[src/rtl/rca_acc_pkg.sv]
// Shared types and constants for the rca_accumulator stream summing block.
package rca_acc_pkg;

  typedef enum logic [1:0] {
    IDLE,
    ACCUM,
    HOLD
  } acc_state_t;

  localparam logic CIN_TIE = 1'b0;

endpackage

[src/rtl/rca_adder.sv]
// Combinational W-bit ripple-carry adder built from a chain of full-adder cells.
module rca_adder #(
  parameter int W = 4
) (
  input  logic [W-1:0] a,
  input  logic [W-1:0] b,
  input  logic         cin,
  output logic [W-1:0] sum,
  output logic         cout
);

  logic [W:0] w_carry;

  assign w_carry[0] = cin;

  // Each generate iteration is one full-adder cell; carry ripples bit 0 -> bit W-1.
  for (genvar i = 0; i < W; i++) begin : g_full_adder
    assign sum[i]       = a[i] ^ b[i] ^ w_carry[i];
    assign w_carry[i+1] = (a[i] & b[i]) | (w_carry[i] & (a[i] ^ b[i]));
  end

  assign cout = w_carry[W];

endmodule

[src/rtl/rca_accumulator.sv]
// Sums N_SAMPLES valid/ready operands and presents the total plus a sticky overflow flag.
// Define RCA_ACC_SATURATE_EN to clamp the accumulator at all-ones on carry-out instead of wrapping.
module rca_accumulator
  import rca_acc_pkg::*;
#(
  parameter int W         = 4,
  parameter int N_SAMPLES = 4,
  parameter int CNT_W     = $clog2(N_SAMPLES + 1)
) (
  input  logic             clk,
  input  logic             rst_n,
  input  logic             clear,
  input  logic             in_valid,
  output logic             in_ready,
  input  logic [W-1:0]     in_data,
  output logic             out_valid,
  input  logic             out_ready,
  output logic [W-1:0]     out_sum,
  output logic             out_ovf,
  output logic [CNT_W-1:0] out_count
);

  localparam logic [CNT_W-1:0] LAST_CNT = CNT_W'(N_SAMPLES - 1);

  acc_state_t       r_state;
  acc_state_t       w_nextState;
  logic [W-1:0]     r_acc;
  logic [CNT_W-1:0] r_cnt;
  logic             r_ovf;

  logic [W-1:0]     w_addSum;
  logic [W-1:0]     w_accNext;
  logic             w_cout;
  logic             w_beat;
  logic             w_lastBeat;
  logic             w_resultTaken;

  rca_adder #(.W(W)) u_adder (
    .a    (r_acc),
    .b    (in_data),
    .cin  (CIN_TIE),
    .sum  (w_addSum),
    .cout (w_cout)
  );

`ifdef RCA_ACC_SATURATE_EN
  assign w_accNext = w_cout ? {W{1'b1}} : w_addSum;
`else
  assign w_accNext = w_addSum;
`endif

  assign in_ready      = (r_state != HOLD);
  assign w_beat        = in_valid & in_ready;
  assign w_lastBeat    = w_beat & (r_cnt == LAST_CNT);
  assign w_resultTaken = out_valid & out_ready;

  always_ff @(posedge clk or negedge rst_n) begin
    if (!rst_n) r_state <= IDLE;
    else        r_state <= w_nextState;
  end

  // clear overrides every transition, including a same-cycle result handshake.
  always_comb begin
    w_nextState = r_state;
    if (clear) begin
      w_nextState = IDLE;
    end else begin
      case (r_state)
        IDLE:    if (w_beat) w_nextState = w_lastBeat ? HOLD : ACCUM;
        ACCUM:   if (w_lastBeat) w_nextState = HOLD;
        HOLD:    if (out_ready) w_nextState = IDLE;
        default: w_nextState = IDLE;
      endcase
    end
  end

  always_ff @(posedge clk or negedge rst_n) begin
    if (!rst_n) begin
      r_acc <= '0;
      r_cnt <= '0;
      r_ovf <= 1'b0;
    end else if (clear || w_resultTaken) begin
      r_acc <= '0;
      r_cnt <= '0;
      r_ovf <= 1'b0;
    end else if (w_beat) begin
      r_acc <= w_accNext;
      r_cnt <= r_cnt + CNT_W'(1);
      r_ovf <= r_ovf | w_cout;
    end
  end

  assign out_valid = (r_state == HOLD);
  assign out_sum   = r_acc;
  assign out_ovf   = r_ovf;
  assign out_count = r_cnt;

endmodule

[config.mk]
export PLATFORM = sky130hd
export DESIGN_NAME = rca_accumulator
export DESIGN_NICKNAME = d
export VERILOG_FILES = /design/src/rtl/rca_acc_pkg.sv /design/src/rtl/rca_adder.sv /design/src/rtl/rca_accumulator.sv
export SDC_FILE = /design/constraint.sdc
export NUM_CORES = 1
export LEC_CHECK = 0
export BUFFER_PORTS_ARGS = -buffer_cell sky130_fd_sc_hd__buf_2
export CORE_AREA = 2 2 39 41
export CTS_CLUSTER_SIZE = 8
export DETAILED_ROUTE_END_ITERATION = 16
export DIE_AREA = 0 0 41 43
export PLACE_DENSITY = 0.72
export SYNTH_ARGS = -nofsm -noshare
export SYNTH_HDL_FRONTEND = slang
export SYNTH_HIERARCHICAL = 1
export SYNTH_SLANG_ARGS = --single-unit
[constraint.sdc]
create_clock -name clk -period 4.7 [get_ports clk]
set_input_delay 0.705 -clock clk [delete_from_list [all_inputs] [get_ports clk]]
set_output_delay 0.705 -clock clk [all_outputs]
set_load 0.01 [all_outputs]
## Word-level counts from Yosys, hierarchy flattened

Cells that the tools add are included.

| word-level totals | value |
|---|---|
| register bits | 10 |
| bits of input ports | 9 |
| output and inout port bits | 10 |
| logic and storage cells | 49 |

| cells by class | value |
|---|---|
| add/sub/neg operators | 1 |
| eq/ne operators | 7 |
| mux-type cells | 12 |
| bitwise operators | 21 |
| reduce and logical (&&, ||, !) cells | 4 |

Operators with widths:

| operator | number |
|---|---|
| AND 1 bit | 10 |
| 2-to-1 mux 2 bit | 5 |
| 2-to-1 mux 4 bit | 2 |
| bitwise XOR 1 bit | 7 |
| 2-to-1 mux 3 bit | 2 |
| inequality test 3 bit (second input constant) | 2 |
| case mux 2 bit (3 select lines) | 1 |
| OR 1 bit | 4 |
| adder 3 x 1 -> 3 bit (second input constant) | 1 |
| equality test 3 x 2 -> 1 bit (second input constant) | 1 |
| inequality test 3 x 2 -> 1 bit (second input constant) | 1 |
| AND reduction 3 bit | 1 |
| equality test 2 x 1 -> 1 bit (second input constant) | 1 |
| equality test 2 bit (second input constant) | 1 |
| zero test 2 bit | 1 |
| 2-to-1 mux 1 bit | 2 |
| inequality test 2 bit (second input constant) | 1 |
| nonzero test 2 bit | 1 |
| logical OR 1 bit | 1 |

## Longest topological paths before layout

Gate-level depths: netlist of the first run.

| depth | value |
|---|---|
| word-level depth | 10 |
| gate-level depth with buffers | 10 |
| depth with buffers taken out | 10 |

## By module

The synthesis of the first run kept the hierarchy.

Modules (own cells, without submodules):

| module | instances | cells each | area each (um2) | sequential area each (um2) |
|---|---|---|---|---|
| rca_accumulator | 1 | 47 | 481.7 | 250.2 |
| rca_adder | 1 | 14 | 117.6 | 0.0 |

## Worst setup path after synthesis of the first run

OpenSTA, ideal clock, no wires.

| timing | value |
|---|---|
| path type | in2reg |
| start | input port in_data[0] |
| end | register r_acc[3], in the netlist out_sum[3] |
| setup time | 0.077 ns |
| data arrival time | 2.356 ns |
| required time | 4.623 ns |
| setup slack | 2.266 ns |
| cell stages on the path | 10 |
| buffers on the path | 0 |
| cell sequence | fa_1 inv_1 fa_1 inv_1 fa_1 inv_1 fa_1 inv_1 nand3_1 a21oi_1 |

| between the ends | value |
|---|---|
| cells in the longest elaborated chain, start to end | 8 |

Ends and longest elaborated chain:

| item | line | RTL |
|---|---|---|
| start, declared | rca_accumulator.sv:15 | `input logic [W-1:0] in_data,` |
| AND 1 bit (2 in a row) | rca_adder.sv:19 | `assign w_carry[i+1] = (a[i] & b[i]) \| (w_carry[i] & (a[i] ^ b[i]));` |
| OR 1 bit | rca_adder.sv:19 |  |
| AND 1 bit | rca_adder.sv:19 |  |
| OR 1 bit | rca_adder.sv:19 |  |
| bitwise XOR 1 bit | rca_adder.sv:18 | `assign sum[i] = a[i] ^ b[i] ^ w_carry[i];` |
| named net w_accNext[3] | rca_accumulator.sv:32 | `logic [W-1:0] w_accNext;` |
| 2-to-1 mux 4 bit | rca_accumulator.sv:86 | `end else if (w_beat) begin` |
| 2-to-1 mux 4 bit | rca_accumulator.sv:82 | `end else if (clear \|\| w_resultTaken) begin` |
| end signal, assigned | rca_accumulator.sv:87 | `r_acc <= w_accNext;` |
| end, declared | rca_accumulator.sv:27 | `logic [W-1:0] r_acc;` |

The timed path passes the listed nets, and every way through them passes these cells. The select of a mux whose other input is x is not followed.
A chain may end at the register's enable or synchronous reset.

## Worst setup path in the final report of the first run

Ends and elaborated chain as after synthesis.

==> results.md, run 1 <==
- Status: completed
- Crit end category: flop
- Number of global-route vias before repair: 467
- Net count, final: 97
- Synthesis Warnings: 6
- Starting Density: 43.31%
- CTS Hold Bufs: 0
- Final hold vios: 0
- Capturing point of the worst reg2reg path: out_sum[3]
- Synth Area in XOR/XNOR: 0%
- Worst VDD drop: 0.1455 mV
- Final Setup Violations: 0
- R2R cell count: 10
- Register area share after synthesis: 41.75%
- Worst-Skew Late Latency: 270 ps
- Setup_tns: 0 ps
- Max-cap viol count: 0
- Post-Syn Area: 599.3 um2
- Sink Count: 10
- Initial antenna violation count: 0
- Post-Synth Adder-Cell Area: 17.54%
- Die Ht: 43 um
- Core area: 1384 um2
- Post-DP HPWL: 942.8 um
- Via count: 508
- Fin crit share: 51.24%
- Kind of critical path: in2reg
- Gr ovfl total: 0
- Pre-CTS setup slack: 1985 ps
- Total I/O pin count: 19
- Post-synthesis mux area share: 0%
- Fillers: 129
- FF-to-FF setup slack: 2380 ps
- Site Rows: 14
- Synth Area in Simple Gates: 10.02%
- H-tree Lvls: 1
- Main combinational cell family by area after synthesis: compound AO/OA/AOI/OAI gates
- Routed WL per cell: 13.10 um
- Synth Area in Compound Gates: 19.83%
- Chip width: 41 um
- Worst setup margin: 2292 ps
- Overall Global Routing Usage: 17.50%
- Setup Buffers After CTS: 0
- Root Buffer: clkbuf_4
- FF-to-FF Start: out_sum[0]
- Syn Inst Count: 61
- Clock Path Buffers: 2
- Critical Path Source Type: input port
- Clock transition at the registers of the reported paths: 70 ps
- 1st-pass router iterations: 5
- Total length of routed wires: 1.271 mm
- Layout area overhead: 22.76%
- Synth Register Bits: 10
- Worst Path Required: 4900 ps
- CTS tree: done
- # resized after CTS: 0
- Layout cell share with drive strength beyond 1: 32.10%
- Initial DRC Count: 16
- Port bufs: 18
- Final Wtd Congestion: 0.7472
- Diode count: 0
- Die ar.: 1763 um2
- PD cells: 307.7 nW/um2
- Post-Syn Area per Cell: 9.825 um2
- Final min period: 2408 ps
- RSZ-0062 raised after global routing: false
- CP Max Fanout: 1
- TritonCTS Buffers: 3
- Maximum clock rate: 0.4152 GHz
- Arrival @ worst endpoint: 2610 ps
- Tot Pwr: 0.2264 mW
- Routed Antenna Nets: 0
- Largest net degree at the start of global routing: 13
- Via/cell ratio: 5.237
- Net Count, Synth: 76
- Clock Skew: 0.3996 ps
- Worst Hold Class: in2async
- First-pass GRT wire length: 1.987 mm
- Final-report max-slew violation count: 0
- Drc violations: 0
- Lkg Pwr: 0.3940 nW
- Post-synthesis cell type count: 19
- Design area: 735.7 um2
- Placement-stage cell area: 699.4 um2
## where the power goes
part / leakage, nW / switching [mW] / internal, mW
logic: 0.240 / 0.0277 / 0.0215
clock network: 0.0210 / 0.0317 / 0.0472
registers: 0.133 / 0.00524 / 0.0931
## kinds of logic (layout without fill, tap and decap cells)
group           count (synthesis)  after routing
other cells                     1              1
buf+inv                        15             35
simple gates                   11             11
flops                          10             10
compound gates                 18             18
fa+ha+maj                       6              6
## sequential cells by signal (all words and copies together), names as in the netlist
| signal | flops |
|---|---|
| r_state | 2 |
| out_ovf | 1 |
| out_sum | 4 |
| out_count | 3 |
## per-stage QoR
stage	instances	util [%]	hold slack, ps
after detailed placement	93	50.54	488.6
after global routing	97	53.16	288.4
after CTS	97	53.16	285.3
final	97	53.16	276.1
after floorplan	61	-	409.4
after global placement	93	50.54	478.3
## placed cells by master, fill, tap and decap left out
cell and instances:
fa_1 4, or3_1 1, a21oi_1 7, a31oi_1 1, nand2b_4 1, buf_2 18, a21o_4 1, a311oi_2 1
nand2_1 1, nand3_1 5, clkbuf_4 3, nor2_1 3, clkbuf_8 1, inv_1 12, dfrtp_1 10, o22a_1 1
ha_1 2, a2111oi_0 1, conb_1 1, inv_4 1, o21ai_0 6
## worst max path at each step
stage	from	to	slack, ps	cells past startpoint
2_1_floorplan	in_data[0]	out_sum[3]	2270	10
3_3_place_gp	in_data[0]	out_sum[3]	2070	11
3_5_place_dp	in_data[0]	out_sum[3]	1990	11
4_1_cts	in_data[0]	out_sum[3]	2270	11
5_1_grt	in_data[0]	out_sum[3]	2180	11
6_report	in_data[0]	out_sum[3]	2290	11
## area by class of cell
cell class	instances	area (um2)	share of cell area (%)
multi-input cells	36	287.8	39.12
flip-flops and latches	10	250.2	34.01
repair buffers	18	90.09	12.24
inverters	13	51.30	6.973
clock buffers	4	36.28	4.932
well taps	16	20.02	2.721
## cell usage after synthesis (all sizes together)
library cell	number	area, um2
dfrtp	10	250.2
ha	2	25.02
nand2	1	3.750
a31oi	1	6.260
o21ai	6	30.03
fa	4	80.08
o22a	1	8.760
nand3	5	25.02
or3	1	6.260
nor2	3	11.26
a21oi	7	35.03
buf	2	10.01
a311oi	1	15.01
nand2b	1	13.76
conb	1	3.750
a21o	1	15.01
a2111oi	1	8.760
inv	13	51.30
## worst max-delay path: stages
cell and delay [ps]:
buf_2 110, fa_1 390, inv_1 80, fa_1 160, inv_1 50, fa_1 340, inv_1 80, fa_1 430
inv_1 70, nand3_1 70, a21oi_1 130
## metal layers
metal | wire length [um] | up-vias | part of all wire, % | track usage, %
met5 | 0 | - | 0 | 0
met4 | 40 | 0 | 3.1 | 12.00
met3 | 56 | 5 | 4.4 | 3.141
met2 | 671 | 17 | 53 | 24.69
met1 | 502 | 248 | 39 | 23.29
li1 | - | 238 | - | -
(Power assumes the default switching activity.)
==> run 2, diff against run 1 <==
--- a/config.mk
+++ b/config.mk
@@ -5,11 +5,12 @@
 export SDC_FILE = /design/constraint.sdc
 export NUM_CORES = 1
 export LEC_CHECK = 0
+export ABC_AREA = 1
 export BUFFER_PORTS_ARGS = -buffer_cell sky130_fd_sc_hd__buf_2
-export CORE_AREA = 2 2 39 41
+export CORE_MARGIN = 2
+export CORE_UTILIZATION = 44
 export CTS_CLUSTER_SIZE = 8
 export DETAILED_ROUTE_END_ITERATION = 16
-export DIE_AREA = 0 0 41 43
 export PLACE_DENSITY = 0.72
 export SYNTH_ARGS = -nofsm -noshare
 export SYNTH_HDL_FRONTEND = slang
==> constraint.sdc (replaced) <==
create_clock -name clk -period 2.2 [get_ports clk]
set_input_delay 0.33 -clock clk [delete_from_list [all_inputs] [get_ports clk]]
set_output_delay 0.33 -clock clk [all_outputs]
set_load 0.01 [all_outputs]
==> run 2 against run 1 <==
Compared with the run above:
- routed wire length is 0.16% higher
- non-clock buffer count is 1 higher
- sequential power is 110% higher
- register-to-register slack worse by 2300 ps
- worst setup slack worse by 2200 ps
- utilization is 4.6 points higher
- critical path type is now reg2reg
- critical endpoint unchanged
- largest cell class unchanged
- largest power group unchanged
==> results.md, run 2 <==
- 1st-pass router iterations: 4
- PD cells: 566.0 nW/um2
- Crit end category: flop
- Layout cell share with drive strength beyond 1: 31.25%
- CTS tree: done
- Lkg Pwr: 0.4286 nW
- Net count, final: 113
- GR Util met3: 2.586%
- Initial antenna violation count: 0
- CP Cell Sequence: fa_2, inv_1, fa_1, inv_1, fa_2, inv_2, fa_1, inv_1, nand3_1, a21oi_1
- CP Max Fanout: 3
- Critical Path Source Type: flop
- Cell mode on critical path: inv_1
- Fin crit share: 96.92%
- Final hold vios: 0
- Ys async rst share: 100.0%
- Post-DP HPWL: 981.7 um
- Met2 Usage GRT: 29.54%
- Gr ovfl total: 0
- Kind of critical path: reg2reg
- Placement-stage cell area: 744.5 um2
- Diode count: 0
- Largest net degree at the start of global routing: 14
- Pre-CTS setup slack: -81.17 ps
- Site Rows: 13
- Setup_tns: 0 ps
- Worst Path Required: 2390 ps
- EDFF count, synth: 0
- Syn Inst Count: 76
- Design area: 779.5 um2
- Chip width: 42.49 um
- Root Buffer: clkbuf_4
- Delay of the slowest critical-path stage: 400 ps
- Die Ht: 42.49 um
- Routed Antenna Nets: 0
- Routed WL per cell: 11.47 um
- Net Count, Synth: 91
- Total I/O pin count: 19
- Most common cell in the netlist: inv_1
- Setup Buffers After CTS: 0
- Post-Syn Area: 651.9 um2
- RSZ-0062 raised after global routing: true
- Via/cell ratio: 4.901
- Commonest non-fill, non-tap cell in the layout: buf_2
- Synthesis Warnings: 6
- Synth Flop Type: dfrtp_1
- Final min period: 2132 ps
- Final-report max-slew violation count: 0
- Worst path slowest cell: dfrtp_1
- Layout area overhead: 19.58%
- First-pass GRT wire length: 2.325 mm
- Synth Register Bits: 10
- Top post-synthesis cells by count: inv_1, nand2_1, dfrtp_1, nand3_1, a21oi_1
- Overall Global Routing Usage: 17.29%
- Maximum clock rate: 0.4690 GHz
- Final Wtd Congestion: 0.6289
- Number of global-route vias before repair: 594
- Total length of routed wires: 1.273 mm
- Hold WS: 377.5 ps
- Port bufs: 18
- Post-Syn Area per Cell: 8.577 um2
- Final Setup Violations: 0
- Register area share after synthesis: 38.39%
- H-tree Lvls: 1
- Clock transition at the registers of the reported paths: 60 ps
- Most frequent cells in the layout: buf_2, inv_1, nand2_1
- TritonCTS Buffers: 3
- Worst setup margin: 67.74 ps
- Worst Hold Class: in2reg
- Initial DRC Count: 16
- Max-cap viol count: 0
- Sink Count: 10
- Worst-Skew Late Latency: 260 ps
- Max reg flops: 4
- Status: completed
- Post-synthesis cell type count: 19
- Clock Skew: 1.447 ps
- Clock Path Buffers: 2
- Drc violations: 0
- Starting Density: 48.29%
- Core area: 1350 um2
- Worst VDD drop: 0.2450 mV
- Arrival @ worst endpoint: 2320 ps
- Grt met1 use: 20.60%
- Via count: 544
- Number of cells after detailed placement: 107
- Largest area contributor in the netlist: dfrtp_1
- Gr busiest metal: met2
- Non-filler cells, final: 111
- Synth top area cells: dfrtp_1, fa_1, inv_1, nand3_1, nand2_1
- Post-synth top area share: 38.39%
- Die ar.: 1805 um2
[run 2: what timing repair did]
item / CTS / global route
hold buffers: 1 / 0
hold endpoints to repair: 10 / 0
endpoints found under the setup margin: 1 / 1
resized for setup: 2 / 0
pin swaps: 2 / 0
[run 2: area by class of cell]
class | count | area (um2)
Clock buffer | 3 | 22.52
Fill cell | 135 | 570.5
Inverter | 19 | 72.57
Multi-Input combinational cell | 45 | 315.3
Sequential cell | 10 | 250.2
Tap cell | 15 | 18.77
Timing Repair Buffer | 19 | 100.1
[run 2: final timing paths]
path,start,end,slack (ps),cells past startpoint
max,out_sum[0],out_sum[3],70,10
min,clear,r_state[1],380,4
min in group asynchronous,rst_n,out_sum[3],460,2
max in group asynchronous,rst_n,out_count[1],1560,2
max reg2reg,out_sum[0],out_sum[3],70,10
min reg2reg,out_ovf,out_ovf,530,2
[run 2: cells by family after synthesis]
group                      share of synthesized area, %
AOI/OAI and AO/OA                                 7.870
DFF                                               38.39
other                                            0.5753
buffers and inverters                             14.01
and+or+nand+nor                                   23.04
adders and majority gates                         16.12
[run 2: routing by layer]
layer  share of wire, %  wire [um]
met1                 42        534
met2                 51        651
met3                5.3         67
met4                1.5         19
met5                  0          0
[run 2: power by group]
| group | switching [mW] | leakage [nW] | internal [mW] |
|---|---|---|---|
| Sequential | 0.0129 | 0.133 | 0.198 |
| Combinational | 0.0619 | 0.282 | 0.0471 |
| Clock | 0.0580 | 0.0138 | 0.0630 |
| Total | 0.133 | 0.429 | 0.308 |
[run 2: worst max-delay path: cells and delay by family, from the launching register on]
| family | cells | cell delay, ps |
|---|---|---|
| adder cells (fa/ha/maj) | 4 | 1210 |
| flip-flops | 1 | 400 |
| buffers and inverters | 4 | 250 |
| AO/OA/AOI/OAI | 1 | 130 |
| AND/OR/NAND/NOR | 1 | 70 |
[run 2: metrics by stage]
| step | power (mW) | util [%] |
|---|---|---|
| 2_1_floorplan | 0.2821 | - |
| 3_3_place_gp | 0.3139 | 55.14 |
| 3_5_place_dp | 0.3222 | 55.14 |
| 4_1_cts | 0.4477 | 57.74 |
| 5_1_grt | 0.4711 | 57.74 |
| 6_report | 0.4412 | 57.74 |
==> run 3, diff against run 2 <==
--- a/config.mk
+++ b/config.mk
@@ -12,6 +12,7 @@
 export CTS_CLUSTER_SIZE = 8
 export DETAILED_ROUTE_END_ITERATION = 16
 export PLACE_DENSITY = 0.72
+export SLEW_MARGIN = 5
 export SYNTH_ARGS = -nofsm -noshare
 export SYNTH_HDL_FRONTEND = slang
 export SYNTH_HIERARCHICAL = 1
==> constraint.sdc (replaced) <==
create_clock -name clk -period 2.2 [get_ports clk]
set_input_delay 0.33 -clock clk [delete_from_list [all_inputs] [get_ports clk]]
set_output_delay 0.33 -clock clk [all_outputs]
set_load 0.005 [all_outputs]
==> run 3 against run 2 <==
Compared with the run above:
- clock-buffer cell count increased by 1
- largest cell class unchanged
- clock power rose by 36%
- sequential share of layout area is 0.95 points lower
- highest routed layer unchanged
- register-to-register slack is essentially flat
- via count stayed put
- final cell count is 1.8% higher
==> results.md, run 3 (synthesized netlist as in run 2, its figures left out) <==
- Status: completed
- Diode count: 0
- Clock transition at the registers of the reported paths: 70 ps
- PD cells: 600.2 nW/um2
- Drc violations: 0
- FF-to-FF Start: out_sum[0]
- Lkg Pwr: 0.4383 nW
- Largest net degree at the start of global routing: 14
- Total I/O pin count: 19
- Worst Path Required: 2390 ps
- Fin crit share: 96.55%
- Number of global-route vias before repair: 509
- Setup_tns: 0 ps
- Switch share: 27.87%
- Arrival @ worst endpoint: 2320 ps
- Total length of routed wires: 1.227 mm
- Die ar.: 1805 um2
- Port bufs: 18
- CTS tree: done
- Die Ht: 42.49 um
- Worst-Skew Late Latency: 260 ps
- Routed WL per cell: 10.86 um
- Hold path startpoint: clear
- Clock Path Buffers: 2
- First-pass GRT wire length: 2.242 mm
- Tot Pwr: 0.4821 mW
- Root Buffer: clkbuf_4
- Sink Count: 10
- Site Rows: 13
- Initial DRC Count: 7
- Maximum clock rate: 0.4708 GHz
- Crit end category: flop
- Via/cell ratio: 4.814
- Most frequent cells in the layout: buf_2, inv_1, nand2_1
- Clock share of power: 34.2%
- Capturing point of the worst reg2reg path: out_sum[3]
- Setup Buffers After CTS: 0
- Core area: 1350 um2
- Clock Skew: 0.5488 ps
- Critical Path Source Type: flop
- Net count, final: 114
- Kind of critical path: reg2reg
- Via count: 544
- Chip width: 42.49 um
- Layout cell share with drive strength beyond 1: 35.71%
- Multi-input logic area: 317.8 um2
- Final hold vios: 0
- R2R cell count: 10
- Routed Antenna Nets: 0
- Gr ovfl total: 0
- Register area: 250.2 um2
- Min-Delay Path Depth: 4
- Post-DP HPWL: 903.2 um
- Initial antenna violation count: 0
- Worst VDD drop: 0.4126 mV
- Max reg flops: 4
- Final-report max-slew violation count: 0
- Worst Hold Class: in2reg
- Final Setup Violations: 0
- FF-to-FF setup slack: 80 ps
- Starting Density: 48.29%
- Final Wtd Congestion: 0.7504
- Layout area overhead: 23.22%
- P_sw: 0.1344 mW
- Max-cap viol count: 0
- Final min period: 2124 ps
- Power share of the sequential group: 43.6%
- CP Max Fanout: 2
- TritonCTS Buffers: 3
- Comb pwr share: 22.2%
- Pint: 0.3477 mW
- 1st-pass router iterations: 4
- WHS Endpoint: r_state[1]
- Start point of the critical path: out_sum[0]
- RSZ-0062 raised after global routing: true
- H-tree Lvls: 1
- Overall Global Routing Usage: 17.17%
- Commonest non-fill, non-tap cell in the layout: buf_2
- Fillers: 128
[run 3: cell count changes in the layout (fill, tap and decap cells not counted), sizes merged]
cell | previous run | this run
clkbuf | 3 | 4
buf | 18 | 19
[run 3: worst max-delay path by stage]
| stage | to | depth (start not counted) |
|---|---|---|
| 2_1_floorplan | out_sum[3] | 10 |
| 3_3_place_gp | out_sum[3] | 11 |
| 3_5_place_dp | out_sum[3] | 11 |
| 4_1_cts | out_sum[3] | 10 |
| 5_1_grt | out_sum[3] | 10 |
| 6_report | out_sum[3] | 10 |
[run 3: power groups by stage]
stage	Combinational, mW	Sequential, mW	Clock (mW)
2_1_floorplan	0.0624	0.214	0
3_3_place_gp	0.0968	0.213	0
3_5_place_dp	0.103	0.213	0
4_1_cts	0.107	0.210	0.171
5_1_grt	0.125	0.213	0.184
6_report	0.107	0.210	0.165
[run 3: routing by layer]
layer	global-route usage [%]	wire length, um
met2	25.23	598
met1	21.56	555
met4	13.13	22
met3	3.879	50
met5	0	0
[run 3: critical path, cell delays in order (launching register included)]
cell	delay (ps)
dfrtp_1	400
fa_2	340
inv_2	60
fa_2	180
inv_2	40
fa_2	320
inv_2	60
fa_1	390
inv_1	70
nand3_1	70
a21oi_1	120
[run 3: layout make-up]
class,count,area share (%)
repair buffers,20,13.40
clock buffers,4,4.517
inverters,19,9.034
multi-input cells,45,39.56
well taps,15,2.336
flip-flops and latches,10,31.15
[run 3: timing repair]
action / 4_1_cts / 5_1_grt
hold buffers: 1 / 0
endpoints found under the setup margin: 1 / 1
cloned: 0 / 0
pin swaps: 2 / 0
resized for setup: 3 / 3
hold endpoints to repair: 10 / 0
[run 3: through the flow]
stage,cells,cell area [um2],hold WS [ps],util (%),setup slack (ps)
after floorplan,76,651.9,34.41,-,11.76
final,113,803.3,364.5,59.50,75.86
after detailed placement,108,749.5,202.9,55.51,-87.62
after global placement,108,749.5,199.3,55.51,-40.33
after CTS,113,800.8,357.9,59.31,11.27
after global routing,113,803.3,398.3,59.50,-28.02
